## src/rtl/ks_add_arbiter.sv

```systemverilog
// ks_add_arbiter: round-robin front end that shares one external KS adder
// among NREQ requesters. Winner operands are registered onto add_x/add_y and
// an ID tag pipeline (ADD_LAT stages) steers each sum back to its requester.
// Optional build macro KS_ARB_STATS_EN adds per-requester saturating response
// counters on stat_cnt.
module ks_add_arbiter #(
  parameter int NREQ    = 4,
  parameter int W       = 16,
  parameter int ADD_LAT = 1,
  localparam int IDW    = $clog2(NREQ)
) (
  input  logic                 clk,
  input  logic                 rst,
  input  logic [NREQ-1:0]      req_valid,
  output logic [NREQ-1:0]      req_ready,
  input  logic [NREQ*W-1:0]    req_x,
  input  logic [NREQ*W-1:0]    req_y,
  output logic [W-1:0]         add_x,
  output logic [W-1:0]         add_y,
  input  logic [W:0]           add_s,
  output logic [NREQ-1:0]      rsp_valid,
  output logic [W:0]           rsp_sum,
  output logic [IDW-1:0]       rsp_id,
  output logic                 busy
`ifdef KS_ARB_STATS_EN
  ,output logic [NREQ*16-1:0]  stat_cnt
`endif
);

  logic [IDW-1:0]     ptr;
  logic [IDW-1:0]     idx;
  logic [IDW-1:0]     grant_id;
  logic               grant_v;
  logic [ADD_LAT-1:0] tag_v;
  logic [IDW-1:0]     tag_id [ADD_LAT];

  // Round-robin search from ptr, wrapping modulo NREQ; first valid wins.
  // req_ready is forced low while reset is asserted.
  always_comb begin
    req_ready = '0;
    grant_id  = '0;
    grant_v   = 1'b0;
    idx       = '0;
    for (int k = 0; k < NREQ; k++) begin
      idx = IDW'((int'(ptr) + k) % NREQ);
      if (!grant_v && req_valid[idx]) begin
        grant_v  = 1'b1;
        grant_id = idx;
      end
    end
    if (grant_v && rst) req_ready[grant_id] = 1'b1;
  end

  // Operand register and pointer advance on a transfer; both hold otherwise.
  always_ff @(posedge clk or negedge rst) begin
    if (!rst) begin
      ptr   <= '0;
      add_x <= '0;
      add_y <= '0;
    end else if (grant_v) begin
      add_x <= req_x[grant_id*W +: W];
      add_y <= req_y[grant_id*W +: W];
      ptr   <= IDW'((int'(grant_id) + 1) % NREQ);
    end
  end

  // Tag pipeline: never stalls, final stage lines up with add_s.
  always_ff @(posedge clk or negedge rst) begin
    if (!rst) begin
      tag_v <= '0;
      for (int s = 0; s < ADD_LAT; s++) tag_id[s] <= '0;
    end else begin
      tag_v[0]  <= grant_v;
      tag_id[0] <= grant_id;
      for (int s = 1; s < ADD_LAT; s++) begin
        tag_v[s]  <= tag_v[s-1];
        tag_id[s] <= tag_id[s-1];
      end
    end
  end

  // Response register; sum and id keep their last value between responses.
  always_ff @(posedge clk or negedge rst) begin
    if (!rst) begin
      rsp_valid <= '0;
      rsp_sum   <= '0;
      rsp_id    <= '0;
    end else if (tag_v[ADD_LAT-1]) begin
      rsp_valid <= NREQ'(1) << tag_id[ADD_LAT-1];
      rsp_sum   <= add_s;
      rsp_id    <= tag_id[ADD_LAT-1];
    end else begin
      rsp_valid <= '0;
    end
  end

  // Anything still in the tag pipe or sitting in the response register.
  always_comb begin
    busy = (|tag_v) | (|rsp_valid);
  end

`ifdef KS_ARB_STATS_EN
  // Per-requester completed-response counters, saturating at all ones.
  always_ff @(posedge clk or negedge rst) begin
    if (!rst) begin
      stat_cnt <= '0;
    end else begin
      for (int i = 0; i < NREQ; i++) begin
        if (rsp_valid[i] && (stat_cnt[i*16 +: 16] != 16'hFFFF))
          stat_cnt[i*16 +: 16] <= stat_cnt[i*16 +: 16] + 16'd1;
      end
    end
  end
`else
  // Statistics counters are not built in this configuration.
`endif

endmodule

```

## config.mk

```make
export PLATFORM = sky130hd
export DESIGN_NAME = ks_add_arbiter
export DESIGN_NICKNAME = d
export VERILOG_FILES = /design/src/rtl/ks_add_arbiter.sv
export SDC_FILE = /design/constraint.sdc
export NUM_CORES = 1
export LEC_CHECK = 0
export ABC_AREA = 1
export CAP_MARGIN = 20
export CELL_PAD_IN_SITES_DETAIL_PLACEMENT = 1
export CELL_PAD_IN_SITES_GLOBAL_PLACEMENT = 1
export CORE_MARGIN = 2
export CORE_UTILIZATION = 29
export CTS_CLUSTER_SIZE = 25
export DETAILED_ROUTE_END_ITERATION = 6
export HOLD_SLACK_MARGIN = 0.05
export PLACE_DENSITY = 0.93
export SKIP_LAST_GASP = 1
export SYNTH_ARGS = -nofsm -noshare
export SYNTH_HDL_FRONTEND = slang
export SYNTH_SLANG_ARGS = --single-unit
```

## constraint.sdc

```tcl
create_clock -name clk -period 4.8 [get_ports clk]
set_input_delay 0.96 -clock clk [delete_from_list [all_inputs] [get_ports clk]]
set_output_delay 0.96 -clock clk [all_outputs]
set_load 0.02 [all_outputs]
```

After elaboration in Yosys (flattened, before gate mapping)
Cells that the tools add are included.
Cells by class
  add/sub/neg operators: 4
  multipliers: 0
  div/mod/pow operators: 0
  order comparisons: 6
  equality and inequality tests: 0
  shifts and indexed selects: 3
  multiplexer cells: 20
  bitwise logic cells: 1
  reductions and logical operators: 9
Operator list (count)
  64-bit by 7-bit variable part select with 16-bit output: 2
  2-bit by 3-bit less-than comparator with 1-bit output, second input constant: 5
  1-bit 2-to-1 mux: 9
  1-bit binary-select mux with 2-bit select: 4
  2-bit 2-to-1 mux: 4
  4-bit 2-to-1 mux: 2
  1-bit logical AND: 5
  2-bit by 1-bit adder with 2-bit output, second input constant: 2
  2-bit adder, second input constant: 2
  4-bit OR reduction: 1
  1-bit by 2-bit << shifter with 4-bit output, first input constant: 1
  1-bit zero test: 3
  1-bit demux with 2-bit select: 1
  2-bit by 1-bit >= comparator with 1-bit output, second input constant: 1
  1-bit bitwise OR: 1
Word-level totals
  register bits: 60
  latch bits: 0
  RAM bits: 0
  bits in read-only memories: 0
  logic and storage cells: 51
  memories kept: 0

Logic depth before layout (Yosys ltp)
Gate-level depths: netlist (run 1).
  depth after elaboration: 17
  mapped depth: 18

Least setup slack after synthesis (run 1)
OpenSTA, ideal clock, no wires.
  path kind: input -> output
  start: input req_valid[1]
  end: output req_ready[3]
  arrival time: 2324 ps
  required time: 3840 ps
  setup slack: 1516 ps
  cell stages on the path: 10
  buffers on the path: 1
  cells stage by stage: inv_1 -> nand2_1 -> nand3_1 -> nand2_2 -> nor2_4 -> nand2_2 -> nor2_2 -> nor2_4 -> buf_4 -> nor3_1
Between the ends
  cells in the longest elaborated chain, start to end: 17
RTL lines
  start, declared: line 14  | input logic [NREQ-1:0] req_valid,
  1-bit binary-select mux with 2-bit select: line 46  | if (!grant_v && req_valid[idx]) begin
  1-bit 2-to-1 mux (implied by the code): line 46
  1-bit 2-to-1 mux: line 46
  1-bit zero test: line 46
  1-bit logical AND: line 46
  1-bit 2-to-1 mux: line 46
  1-bit zero test: line 46
  1-bit logical AND: line 46
  1-bit 2-to-1 mux: line 46
  1-bit zero test: line 46
  1-bit logical AND: line 46
  2-bit 2-to-1 mux: line 46
  2-bit by 3-bit less-than comparator with 1-bit output (implied by the code) / 2-bit by 1-bit >= comparator with 1-bit output (equally long branches): line 51  | if (grant_v && rst) req_ready[grant_id] = 1'b1;
  1-bit logical AND (implied by the code): line 51
  1-bit 2-to-1 mux (implied by the code): line 51
  1-bit demux with 2-bit select: line 51
  4-bit 2-to-1 mux *: line 51
  end, declared: line 15  | output logic [NREQ-1:0] req_ready,
Every way passes the cells marked *; elsewhere a longest branch is shown, timed or not. The select of a mux whose other input is x is not followed.

Worst setup path in the final report (run 1)
  start: input req_valid[0]
  end: output req_ready[3]
The elaborated chain is that of the path after synthesis.

==> impl_summary.md, run 1 <==
Run status
The flow ran to the end, and the final reports show no timing, DRC or antenna violations.

Clock tree
The number of hold buffers added after CTS was 0. Clock latency on the worst-skew pair, taken at its later pin, is around 0.33 ns. Clock tree synthesis found a total of 60 sinks.

The clock-pin slew on the worst setup and hold paths is around 0.05 ns. The number of gates resized after CTS was 0. The root buffer cell is sky130_fd_sc_hd__clkbuf_16. Buffers inserted during clock tree synthesis total 9. The clock tree synthesis step divided the H-tree into 3 levels.

The maximum number of buffers from clock root to sink is 2. The number of post-CTS setup repair buffers is 0. TritonCTS built the clock tree.

Power
VDD sags by at most between 0.0007 and 0.0008 V. The switching fraction of total power is roughly 52%. The share of total power dissipated in the clock network is 12.3%. Internal power comes to 0.002431 W. The switching power of the nets is around 0.0027 W. The share of total power dissipated in combinational logic is between 70% and 80%. The proportion of power drawn by flip-flops and latches is around 17%. The analysis attributes to cell leakage a power of between 3 and 4 nW. The total power density per cell area is 780.7 nW/µm².

Yosys
Multiplexer cells account for under 10% of the synthesized area. After technology mapping, the gate count stands at around 610. The async set-or-reset flop fraction in the synthesized netlist is 100.0%. Sequential cells were found to cover 36.90% of the synthesized design area.

Counting flops with a built-in enable in the synthesized netlist gives 0. The complex-gate fraction of the synthesized area is 0.7995%. The most used flip-flop cell after synthesis is sky130_fd_sc_hd__dfrtp_1. After Yosys synthesis, XOR and XNOR cells account for 0% of the synthesized area.

The fraction of the mapped netlist area in adder cells is 0%. The post-synthesis cell area is a little over 4000 µm². The simple-gate area share of the yosys netlist is between 40 and 50%. The combinational family with the most area after synthesis is simple AND/OR/NAND/NOR gates.

The number of distinct standard cells referenced by the synthesized netlist is 24. The number of nets in the synthesized netlist is ~760. During synthesis, Yosys emitted a total of 0 warnings. Dividing the synthesized area by the synthesized cell count gives around 6.7 µm². The flop and latch count out of synthesis is 60.

Worst setup path
The critical-path maximum fanout is 16. The path type of the worst setup path is in2out. The data required time at the worst endpoint is roughly 3.8 ns.

STA classifies the critical path endpoint as a primary output. The critical path startpoint category is a primary input. The data arrival time of the worst path is 3.25 ns.

Final layout
The post-route netlist has between 7 and 8% of its cells at a drive strength greater than 1. The count of placed standard cells in the final layout, fillers left out is around 1000. Fill cells in the final layout number 1780. Measured on the finished design, the core utilization comes to 47.36%. 0 antenna diodes ended up in the layout. From synthesis to final layout, the design area changed by 60.30%. The layout net count is 954.

Run
The count of maximum capacitance violations is 0.

Floorplan
For this configuration, the core starts out at a cell density of 29.54%. The floorplan step defined a core boundary enclosing approximately 14000 µm². Measured along the y axis, the die boundary spans ~120 µm.

between 200 and 250 I/O pins were placed. The die covers between 10000 and 15000 µm². The width of the die is ~120 µm. After floorplanning, the core was divided into 43 placement rows.

Place
The placed wire-length estimate is between 10000 and 15000 µm. The number of placed cells counting well taps is between 900 and 1000. In this run the tool buffered the top-level ports with between 200 and 250 buffer cells.

The final weighted congestion of routability-driven global placement is 0.7926. Before CTS, the worst setup slack after placement is slightly below 0.6 ns.

Drt
The residual DRC count is 0. Dividing the detail-routed wire length by the instance count gives between 15 and 20 µm. The total iterations of the first detailed-routing run is 4.

The total wire length is ~16000 µm. The count of vias placed by the detailed router is 4705. Using the TritonRoute via totals, the vias-per-cell ratio works out to 4.762.

The detailed router finished its first iteration with around 220 violations. The count of nets left with antenna violations after detail routing is 0.

Timing
The number of failing hold endpoints at the final stage is 0. The final worst-path cycle share is 87.65%. Headroom to the max-slew limit came out at between 40% and 50%. Setup repair after global routing left no endpoint under its margin. The shortest period the worst path allows is about 4.2 ns. The peak clock frequency supported by timing is ~240 MHz.

The max-slew violation total from the final report is 0. Adding up every negative setup slack in the final design gives 0 ns. Setup violations remaining at the end of the flow were counted as 0. Setup slack on the critical path of the routed design comes to about 0.59 ns. The final clock skew is between 0.005 and 0.006 ns. The worst-margin pin slew is approximately 0.8 ns.

Global routing
Entering global routing, the biggest net connects between 60 and 70 pins. For this run, the total global-route usage over all layers was measured as 22.07%. The initial antenna violation count is 0. The first global-routing pass estimated about 25000 µm of wire. The via count of the first global-routing pass is ~5000. The total overflow reported by the global router is 0.

Hold path
The worst hold path class is reg2reg.
## stage by stage
| stage | total power, W | hold WS (ns) | area, µm² |
|---|---|---|---|
| global placement | 0.004351 | 0.4419 | 6237 |
| global route | 0.005614 | 0.5055 | 6523 |
| CTS | 0.005162 | 0.4787 | 6523 |
| detailed placement | 0.004504 | 0.4657 | 6237 |
| floorplan | 0.003369 | 0.4217 | 4069 |
| finish | 0.005092 | 0.4764 | 6523 |
## worst max-delay path: stages
cell and delay (ns):
sky130_fd_sc_hd__clkdlybuf4s50_1 0.49, sky130_fd_sc_hd__inv_1 0.07, sky130_fd_sc_hd__nand2_1 0.08, sky130_fd_sc_hd__nand3_1 0.11
sky130_fd_sc_hd__nand2_2 0.13, sky130_fd_sc_hd__inv_2 0.06, sky130_fd_sc_hd__nand2_1 0.06, sky130_fd_sc_hd__nand2_1 0.07
sky130_fd_sc_hd__nand2_2 0.31, sky130_fd_sc_hd__nand2_2 0.11, sky130_fd_sc_hd__nor3_1 0.17, sky130_fd_sc_hd__clkdlybuf4s50_1 0.63
## cells in the final DEF, fill, tap and decap left out, types with 2 or more instances in the layout
master,synthesis,final
sky130_fd_sc_hd__mux2_2,17,17
sky130_fd_sc_hd__nand3_1,130,129
sky130_fd_sc_hd__clkdlybuf4s50_1,0,209
sky130_fd_sc_hd__nand3b_1,11,11
sky130_fd_sc_hd__nand2_2,5,6
sky130_fd_sc_hd__nor3_1,3,3
sky130_fd_sc_hd__dfrtp_1,60,60
sky130_fd_sc_hd__inv_1,68,68
sky130_fd_sc_hd__nor2_4,2,2
sky130_fd_sc_hd__clkbuf_1,4,2
sky130_fd_sc_hd__buf_4,11,13
sky130_fd_sc_hd__clkbuf_16,0,9
sky130_fd_sc_hd__clkinv_2,0,3
sky130_fd_sc_hd__nor2_2,2,2
sky130_fd_sc_hd__inv_2,2,2
sky130_fd_sc_hd__nor2_1,37,37
sky130_fd_sc_hd__nand2_1,225,224
## cells by family (layout without fill, tap and decap cells)
| family | after synthesis | count (layout) |
|---|---|---|
| AOI/OAI and AO/OA | 5 | 5 |
| muxes | 17 | 17 |
| DFF | 60 | 60 |
| and+or+nand+nor | 417 | 417 |
| buffers and inverters | 109 | 309 |
## per-layer routing
layer / vias to the layer above / GRT usage [%] / wire length, µm / share of wire, %
met4: 0 / 8.836 / 515 / 3.2
li1: 2290 / - / - / -
met3: 30 / 4.926 / 795 / 4.9
met5: - / 0 / 0 / 0
met1: 2261 / 25.64 / 6654 / 41
met2: 124 / 39.20 / 8263 / 51
## path summary, 6_finish.rpt
kind,from,end,slack (ns),depth (start not counted)
min reg2reg,add_x[9],add_x[9],0.48,2
min,add_x[9],add_x[9],0.48,2
max reg2reg,ptr[0],add_x[11],2.06,15
max in group asynchronous,rst,tag_v,3.40,2
max,req_valid[0],req_ready[3],0.59,12
min in group asynchronous,rst,add_y[3],0.89,2
## state kept, by name (all words and copies together), names as in the netlist
| signal | flops |
|---|---|
| rsp_sum | 17 |
| add_x | 16 |
| add_y | 16 |
| rsp_valid | 4 |
| ptr | 2 |
| rsp_id | 2 |
| tag_id | 2 |
| tag_v | 1 |
## synthesized netlist by cell type (3+ instances only)
master | n | share of area (%)
sky130_fd_sc_hd__buf_2 | 15 | 1.8
sky130_fd_sc_hd__buf_4 | 11 | 2.0
sky130_fd_sc_hd__buf_6 | 8 | 2.2
sky130_fd_sc_hd__clkbuf_1 | 4 | 0.37
sky130_fd_sc_hd__dfrtp_1 | 60 | 37
sky130_fd_sc_hd__inv_1 | 68 | 6.3
sky130_fd_sc_hd__mux2_2 | 17 | 4.7
sky130_fd_sc_hd__nand2_1 | 225 | 21
sky130_fd_sc_hd__nand2_2 | 5 | 0.77
sky130_fd_sc_hd__nand3_1 | 130 | 16
sky130_fd_sc_hd__nand3b_1 | 11 | 2.0
sky130_fd_sc_hd__nor2_1 | 37 | 3.4
sky130_fd_sc_hd__nor3_1 | 3 | 0.37
## power groups by stage
stage	registers, W	clock network [W]	logic (W)
floorplan	0.00109	0	0.00228
global placement	0.000873	0	0.00348
detailed placement	0.000889	0	0.00362
CTS	0.000883	0.000649	0.00363
global route	0.000907	0.000668	0.00404
finish	0.000881	0.000628	0.00358
## area by class of cell
cell class              count  area (µm²)  share of cell area (%)
repair buffers            223        2195                   33.65
multi-input cells         439        2053                   31.48
flip-flops and latches     60        1501                   23.02
inverters                  70       262.8                   4.028
clock buffers              11       232.7                   3.568
well taps                 180       225.2                   3.453
clock inverters             5       52.55                  0.8057
No activity file was read; power rests on OpenSTA's default activity.
==> run 2: changes to the inputs <==
CTS_CLUSTER_DIAMETER = 30   (was default)
==> results of run 2 <==
Final layout, timing and power as in run 1 (identical DEF).
